[src/rtl/pw_line_pkg.sv]
// Shared definitions for the pulse-width serial line: state encoding, line
// levels, default bit timings and the duration counter width. Used by the
// transmitter RTL and by receiver-side benches.
package pw_line_pkg;

  // Duration counter width; every timing parameter must fit in 1..63.
  localparam int CNT_W = 6;

  // Default timings in clocks. A 1 is a short space, a 0 a long space,
  // and every bit is followed by the same mark gap.
  localparam int DEF_ONE_LEN  = 4;
  localparam int DEF_ZERO_LEN = 13;
  localparam int DEF_GAP_LEN  = 20;

  // Line levels: mark is the idle level.
  localparam logic MARK  = 1'b1;
  localparam logic SPACE = 1'b0;

  // Controller state encoding.
  typedef logic [1:0] state_t;
  localparam state_t S_IDLE  = 2'd0;
  localparam state_t S_ACK   = 2'd1;
  localparam state_t S_SPACE = 2'd2;
  localparam state_t S_MARK  = 2'd3;

  // Counter preload for a space: the counter runs down to zero inclusive,
  // so a space of N clocks loads N-1.
  function automatic logic [CNT_W-1:0] space_load(input logic bit_val,
                                                  input int   one_len,
                                                  input int   zero_len);
    return bit_val ? CNT_W'(one_len - 1) : CNT_W'(zero_len - 1);
  endfunction

endpackage

[src/rtl/pw_bit_serializer.sv]
// Pulse-width bit serializer. Holds the byte being sent, the bit index and
// the duration counter, and drives the line. A byte is latched with `load`
// and sent LSB first after `start`; `done` is high on the last clock of the
// final mark gap.
module pw_bit_serializer
  import pw_line_pkg::*;
#(
  parameter int ONE_LEN  = DEF_ONE_LEN,
  parameter int ZERO_LEN = DEF_ZERO_LEN,
  parameter int GAP_LEN  = DEF_GAP_LEN
) (
  input  logic       clock,
  input  logic       reset_,
  input  logic       load,
  input  logic [7:0] data,
  input  logic       start,
  output logic       txd,
  output logic       done,
  output state_t     phase
);

  logic [7:0]       shift;
  logic [2:0]       bit_idx;
  logic [CNT_W-1:0] cnt;

  // Space/mark sequencer: each bit is one space followed by one mark gap.
  always_ff @(posedge clock or negedge reset_) begin
    if (!reset_) begin
      phase   <= S_IDLE;
      shift   <= '0;
      bit_idx <= '0;
      cnt     <= '0;
      txd     <= MARK;
    end else begin
      if (load) begin
        shift <= data;
      end
      case (phase)
        S_IDLE: begin
          if (start) begin
            txd     <= SPACE;
            bit_idx <= '0;
            cnt     <= space_load(shift[0], ONE_LEN, ZERO_LEN);
            phase   <= S_SPACE;
          end
        end
        S_SPACE: begin
          if (cnt == '0) begin
            txd   <= MARK;
            cnt   <= CNT_W'(GAP_LEN - 1);
            phase <= S_MARK;
          end else begin
            cnt <= cnt - CNT_W'(1);
          end
        end
        S_MARK: begin
          if (cnt == '0) begin
            if (bit_idx != 3'd7) begin
              // Next bit comes from shift[1], which becomes shift[0].
              bit_idx <= bit_idx + 3'd1;
              shift   <= {1'b0, shift[7:1]};
              txd     <= SPACE;
              cnt     <= space_load(shift[1], ONE_LEN, ZERO_LEN);
              phase   <= S_SPACE;
            end else begin
              phase <= S_IDLE;
            end
          end else begin
            cnt <= cnt - CNT_W'(1);
          end
        end
        default: begin
          phase <= S_IDLE;
        end
      endcase
    end
  end

  assign done = (phase == S_MARK) && (cnt == '0) && (bit_idx == 3'd7);

endmodule

[src/rtl/pw_tx_arbiter.sv]
// Transmit arbiter for the pulse-width line. Two producers share the line;
// one is granted, its byte latched, and the byte is serialized LSB first.
// Build option PW_TX_FIXED_PRIO_EN: requester 0 always wins a tie instead
// of round-robin. Ports and timing are the same in both builds.
//
// Handshake (4-phase, per requester): the producer raises req with data
// stable; the arbiter answers ack=1 on the grant edge; the producer drops
// req; the edge that samples req=0 clears ack and puts the first space on
// the line. A req raised again while its own byte is on the wire simply
// waits for the next arbitration in S_IDLE.
module pw_tx_arbiter
  import pw_line_pkg::*;
#(
  parameter int ONE_LEN  = DEF_ONE_LEN,
  parameter int ZERO_LEN = DEF_ZERO_LEN,
  parameter int GAP_LEN  = DEF_GAP_LEN
) (
  input  logic       clock,
  input  logic       reset_,
  input  logic       req0,
  input  logic [7:0] data0,
  output logic       ack0,
  input  logic       req1,
  input  logic [7:0] data1,
  output logic       ack1,
  output logic       txd,
  output logic       busy,
  output state_t     state
);

  // ctl holds S_IDLE, S_ACK, or S_SPACE meaning "serializer running".
  state_t     ctl;
  logic       gnt;
  logic       pick;
  logic       req_g;
  logic       load;
  logic       start;
  logic       done;
  logic [7:0] load_data;
  state_t     phase;

`ifdef PW_TX_FIXED_PRIO_EN
  // Fixed priority: requester 0 wins whenever it is requesting.
  always_comb begin
    pick = ~req0;
  end
`else
  logic last;

  // Round-robin: a tie goes to the requester not served last.
  always_comb begin
    pick = 1'b0;
    if (req0 && req1) begin
      pick = ~last;
    end else if (req1) begin
      pick = 1'b1;
    end
  end
`endif

  assign req_g     = gnt ? req1 : req0;
  assign load      = (ctl == S_IDLE) && (req0 || req1);
  assign load_data = pick ? data1 : data0;
  assign start     = (ctl == S_ACK) && !req_g;

  // Arbitration, acknowledge and busy sequencing.
  always_ff @(posedge clock or negedge reset_) begin
    if (!reset_) begin
      ctl  <= S_IDLE;
      gnt  <= 1'b0;
      ack0 <= 1'b0;
      ack1 <= 1'b0;
      busy <= 1'b0;
`ifndef PW_TX_FIXED_PRIO_EN
      last <= 1'b1;
`endif
    end else begin
      case (ctl)
        S_IDLE: begin
          if (req0 || req1) begin
            gnt  <= pick;
            ack0 <= ~pick;
            ack1 <= pick;
            busy <= 1'b1;
`ifndef PW_TX_FIXED_PRIO_EN
            last <= pick;
`endif
            ctl  <= S_ACK;
          end
        end
        S_ACK: begin
          if (!req_g) begin
            ack0 <= 1'b0;
            ack1 <= 1'b0;
            ctl  <= S_SPACE;
          end
        end
        S_SPACE: begin
          if (done) begin
            busy <= 1'b0;
            ctl  <= S_IDLE;
          end
        end
        default: begin
          ctl <= S_IDLE;
        end
      endcase
    end
  end

  pw_bit_serializer #(
    .ONE_LEN (ONE_LEN),
    .ZERO_LEN(ZERO_LEN),
    .GAP_LEN (GAP_LEN)
  ) u_ser (
    .clock (clock),
    .reset_(reset_),
    .load  (load),
    .data  (load_data),
    .start (start),
    .txd   (txd),
    .done  (done),
    .phase (phase)
  );

  // Visible state: the serializer's space/mark phase while a byte is sent.
  assign state = (ctl == S_SPACE) ? phase : ctl;

endmodule

[config.mk]
export PLATFORM = sky130hd
export DESIGN_NAME = pw_tx_arbiter
export DESIGN_NICKNAME = d
export VERILOG_FILES = /design/src/rtl/pw_line_pkg.sv /design/src/rtl/pw_bit_serializer.sv /design/src/rtl/pw_tx_arbiter.sv
export SDC_FILE = /design/constraint.sdc
export NUM_CORES = 1
export LEC_CHECK = 0
export CORE_MARGIN = 3
export CORE_UTILIZATION = 52
export DETAILED_ROUTE_END_ITERATION = 16
export PLACE_DENSITY = 0.81
export SYNTH_ARGS = -nofsm -noshare
export SYNTH_HDL_FRONTEND = slang
export SYNTH_HIERARCHICAL = 1
export SYNTH_SLANG_ARGS = --single-unit
[constraint.sdc]
create_clock -name clock -period 2.1 [get_ports clock]
set_clock_uncertainty 0.15 [all_clocks]
set_input_delay 0.42 -clock clock [delete_from_list [all_inputs] [get_ports clock]]
set_output_delay 0.42 -clock clock [all_outputs]
set_load 0.03 [all_outputs]
==> results.md <==
- Layout Nets: 208
- WL/cell: 15.2 microns
- # Max-Cap Violations: 0
- CP Cell Sequence: inv_1 -> ha_1 -> nand2b_1 -> or3_4 -> nor2_1 -> inv_1 -> o21ai_0 -> a2bb2oi_1
- Mean Syn Cell Area: 10.4 sq um
- Detailed Route WL: 3270 microns
- Initial antenna violation count: 0
- RSZ-0062 raised after global routing: false
- Fin crit share: 0.964
- Synth area leaders: dfrtp_1, mux2_4, mux2i_1
- Yosys warns: 6
- DR DRC count: 0
- Power Dens Cells: 1250 nW/um^2
- H-tree levels: 1
- Yosys top cell area share: 0.404
- Worst hold-check path type: in2async
- Cell with the most instances after synthesis: dfrtp_1
- DR iter-0 viols: 57
- Starting Density: 0.552
- Vias in the first global route: 1245
- Rel. slew slack: 0.657
- Post-Synthesis Cells: 149
- Async set-or-reset flop fraction in the synthesized netlist: 1.00
- Yosys reg bits: 27
- Antenna diode instance count: 0
- All-layer global routing usage: 0.199
- Synth Flop Type: dfrtp_1
- Status: completed
- Setup crit start kind: flip-flop
- CP Data Required Time: 2.18 ns
- ANT nets after route: 0
- Slew @ Worst Pin: 0.509 ns
- Num ports: 26
- Clock latency on the worst-skew pair: 0.33 ns
- Max Slew Vio Count: 0
- Die X: 60.6 microns
- CP Data Arrival Time: 2.10 ns
- Max Root-Sink Buffers: 2
- Netlist Area Pre-Place: 1550 sq um
- Dpl ws: -0.134 ns
- Slowest cell on the critical path: or3_4
- DIE AREA: 3670 sq um
- Crit path top cell by count: inv_1
- Total gr overflow: 0
- Final hold viol count: 0
- Length of the first detailed-routing pass in iterations: 4
- Clock root buffer: clkbuf_4
- Share of cells above drive strength 1: 0.190
- Syn-to-layout area delta: 26.4%
- Fin util: 0.697
- Final Critical Period: 2.03 ns
- Largest net degree at the start of global routing: 28
- TritonCTS clock tree: built
- Synth cell count leaders: dfrtp_1, nand2_1, mux2i_1
- WS Path Type: reg2reg
- Critical-path maximum fanout: 5
- Post-synth EDFFs: 0
- Clk sinks: 27
- Total vias in the final route: 1273
- Clock transition at path regs: 0.14 ns
- F_max: 0.494 GHz
- Hold WS: 0.296 ns
- Max IR drop VDD: 0.537 mV
- Post-CTS setup buffers: 0
- Sequential area share after synthesis: 0.438
- Row cnt: 19
- Delay-heaviest family, CP: simple AND/OR/NAND/NOR gates
- Net count after synthesis: 172
- Leakage power: 0.857 nW
- Crit path capture type: flip-flop
- Distinct cells, synth: 46
- Yosys top cell by area: dfrtp_1
- Core ar.: 2810 sq um
- PortBufs: 25
- Bufs and invs on worst path: 2
- PnR worst setup slack: 0.0746 ns
- Setup-failing EPs final: 0
- Vias/cell: 5.92
- Detailed-placement wirelength estimate: 2490 microns
- Die height: 60.6 microns
- Final GP Congestion: 0.926
- Critical Path Max Stage Delay: 0.44 ns
- First-pass GRT wire length: 5440 microns
- TritonCTS Buffers: 3
[placed cells by master, fill, tap and decap left out, types with 7 or more instances in the layout]
master | synthesis | layout
buf_4 | 1 | 9
nand2_1 | 14 | 14
dfrtp_1 | 25 | 25
nor2_1 | 7 | 7
a21oi_1 | 9 | 9
o21ai_1 | 9 | 9
mux2i_1 | 10 | 10
inv_1 | 9 | 9
clkdlybuf4s50_1 | 0 | 22
mux2_4 | 7 | 7
[area by class of cell]
| type | count | area [sq um] |
|---|---|---|
| clock buffers | 4 | 26.3 |
| fillers | 222 | 850 |
| inverters | 9 | 33.8 |
| multi-input cells | 107 | 805 |
| flip-flops and latches | 27 | 678 |
| well taps | 31 | 38.8 |
| repair buffers | 37 | 374 |
[logic make-up (layout without fill, tap and decap cells)]
family | after synthesis | after routing | share of synthesized area
buffers and inverters | 15 | 50 | 0.0461
AO/OA/AOI/OAI | 43 | 43 | 0.187
XOR/XNOR | 1 | 1 | 0.00566
multiplexers | 18 | 18 | 0.140
flip-flops | 27 | 27 | 0.438
adder cells (fa/ha/maj) | 3 | 3 | 0.0243
AND/OR/NAND/NOR | 42 | 42 | 0.159
[layer usage]
layer,global-route usage,wire (microns)
met5,0,0
met4,0.115,91
met3,0.0362,144
met2,0.332,1610
met1,0.243,1430
[metrics by stage]
| step | std cells | power (mW) | cell area (sq um) | TNS (ns) |
|---|---|---|---|---|
| floorplan | 149 | 1.78 | 1550 | 0 |
| global placement | 211 | 2.17 | 1930 | -0.694 |
| detailed placement | 211 | 2.23 | 1930 | -1.54 |
| CTS | 215 | 2.44 | 1950 | 0 |
| global route | 215 | 2.62 | 1960 | 0 |
| finish | 215 | 2.44 | 1960 | 0 |
[path summary, 6_finish.rpt]
| check | depth (start not counted) | slack, ns | endpoint | startpoint |
|---|---|---|---|---|
| hold reg to reg | 2 | 0.35 | u_ser/txd$_DFFE_PN1P_ | u_ser/txd$_DFFE_PN1P_ |
| max in group asynchronous | 2 | 1.20 | last$_DFFE_PN1P_ | reset_ |
| setup reg to reg | 8 | 0.07 | busy$_DFFE_PN0P_ | u_ser/cnt[0]$_DFFE_PN0P_ |
| hold / removal | 2 | 0.30 | u_ser/phase[0]$_DFFE_PN0P_ | reset_ |
| setup / recovery | 8 | 0.07 | busy$_DFFE_PN0P_ | u_ser/cnt[0]$_DFFE_PN0P_ |
| min in group clock | 2 | 0.35 | u_ser/txd$_DFFE_PN1P_ | u_ser/txd$_DFFE_PN1P_ |
[registers in the layout, summed over array words and instances, names as in the netlist]
name,count
u_ser/shift,8
u_ser/cnt,6
u_ser/bit_idx,3
ctl,2
u_ser/phase,2
ack0,1
ack1,1
busy,1
gnt,1
last,1
u_ser/txd,1
[report_power, final]
part	leakage [nW]	total (mW)	switching (mW)	internal, mW
Combinational	0.524	1.23	0.610	0.622
Clock	0.0150	0.223	0.149	0.0746
Sequential	0.318	0.982	0.210	0.772
[what timing repair did]
item	in CTS	in global routing
endpoints found under the hold margin	0	0
setup endpoints to repair	3	10
pin swaps	0	0
hold buffers	0	0
gates cloned	0	0
resized for setup	3	1
Power figures use the tool's default switching activity.
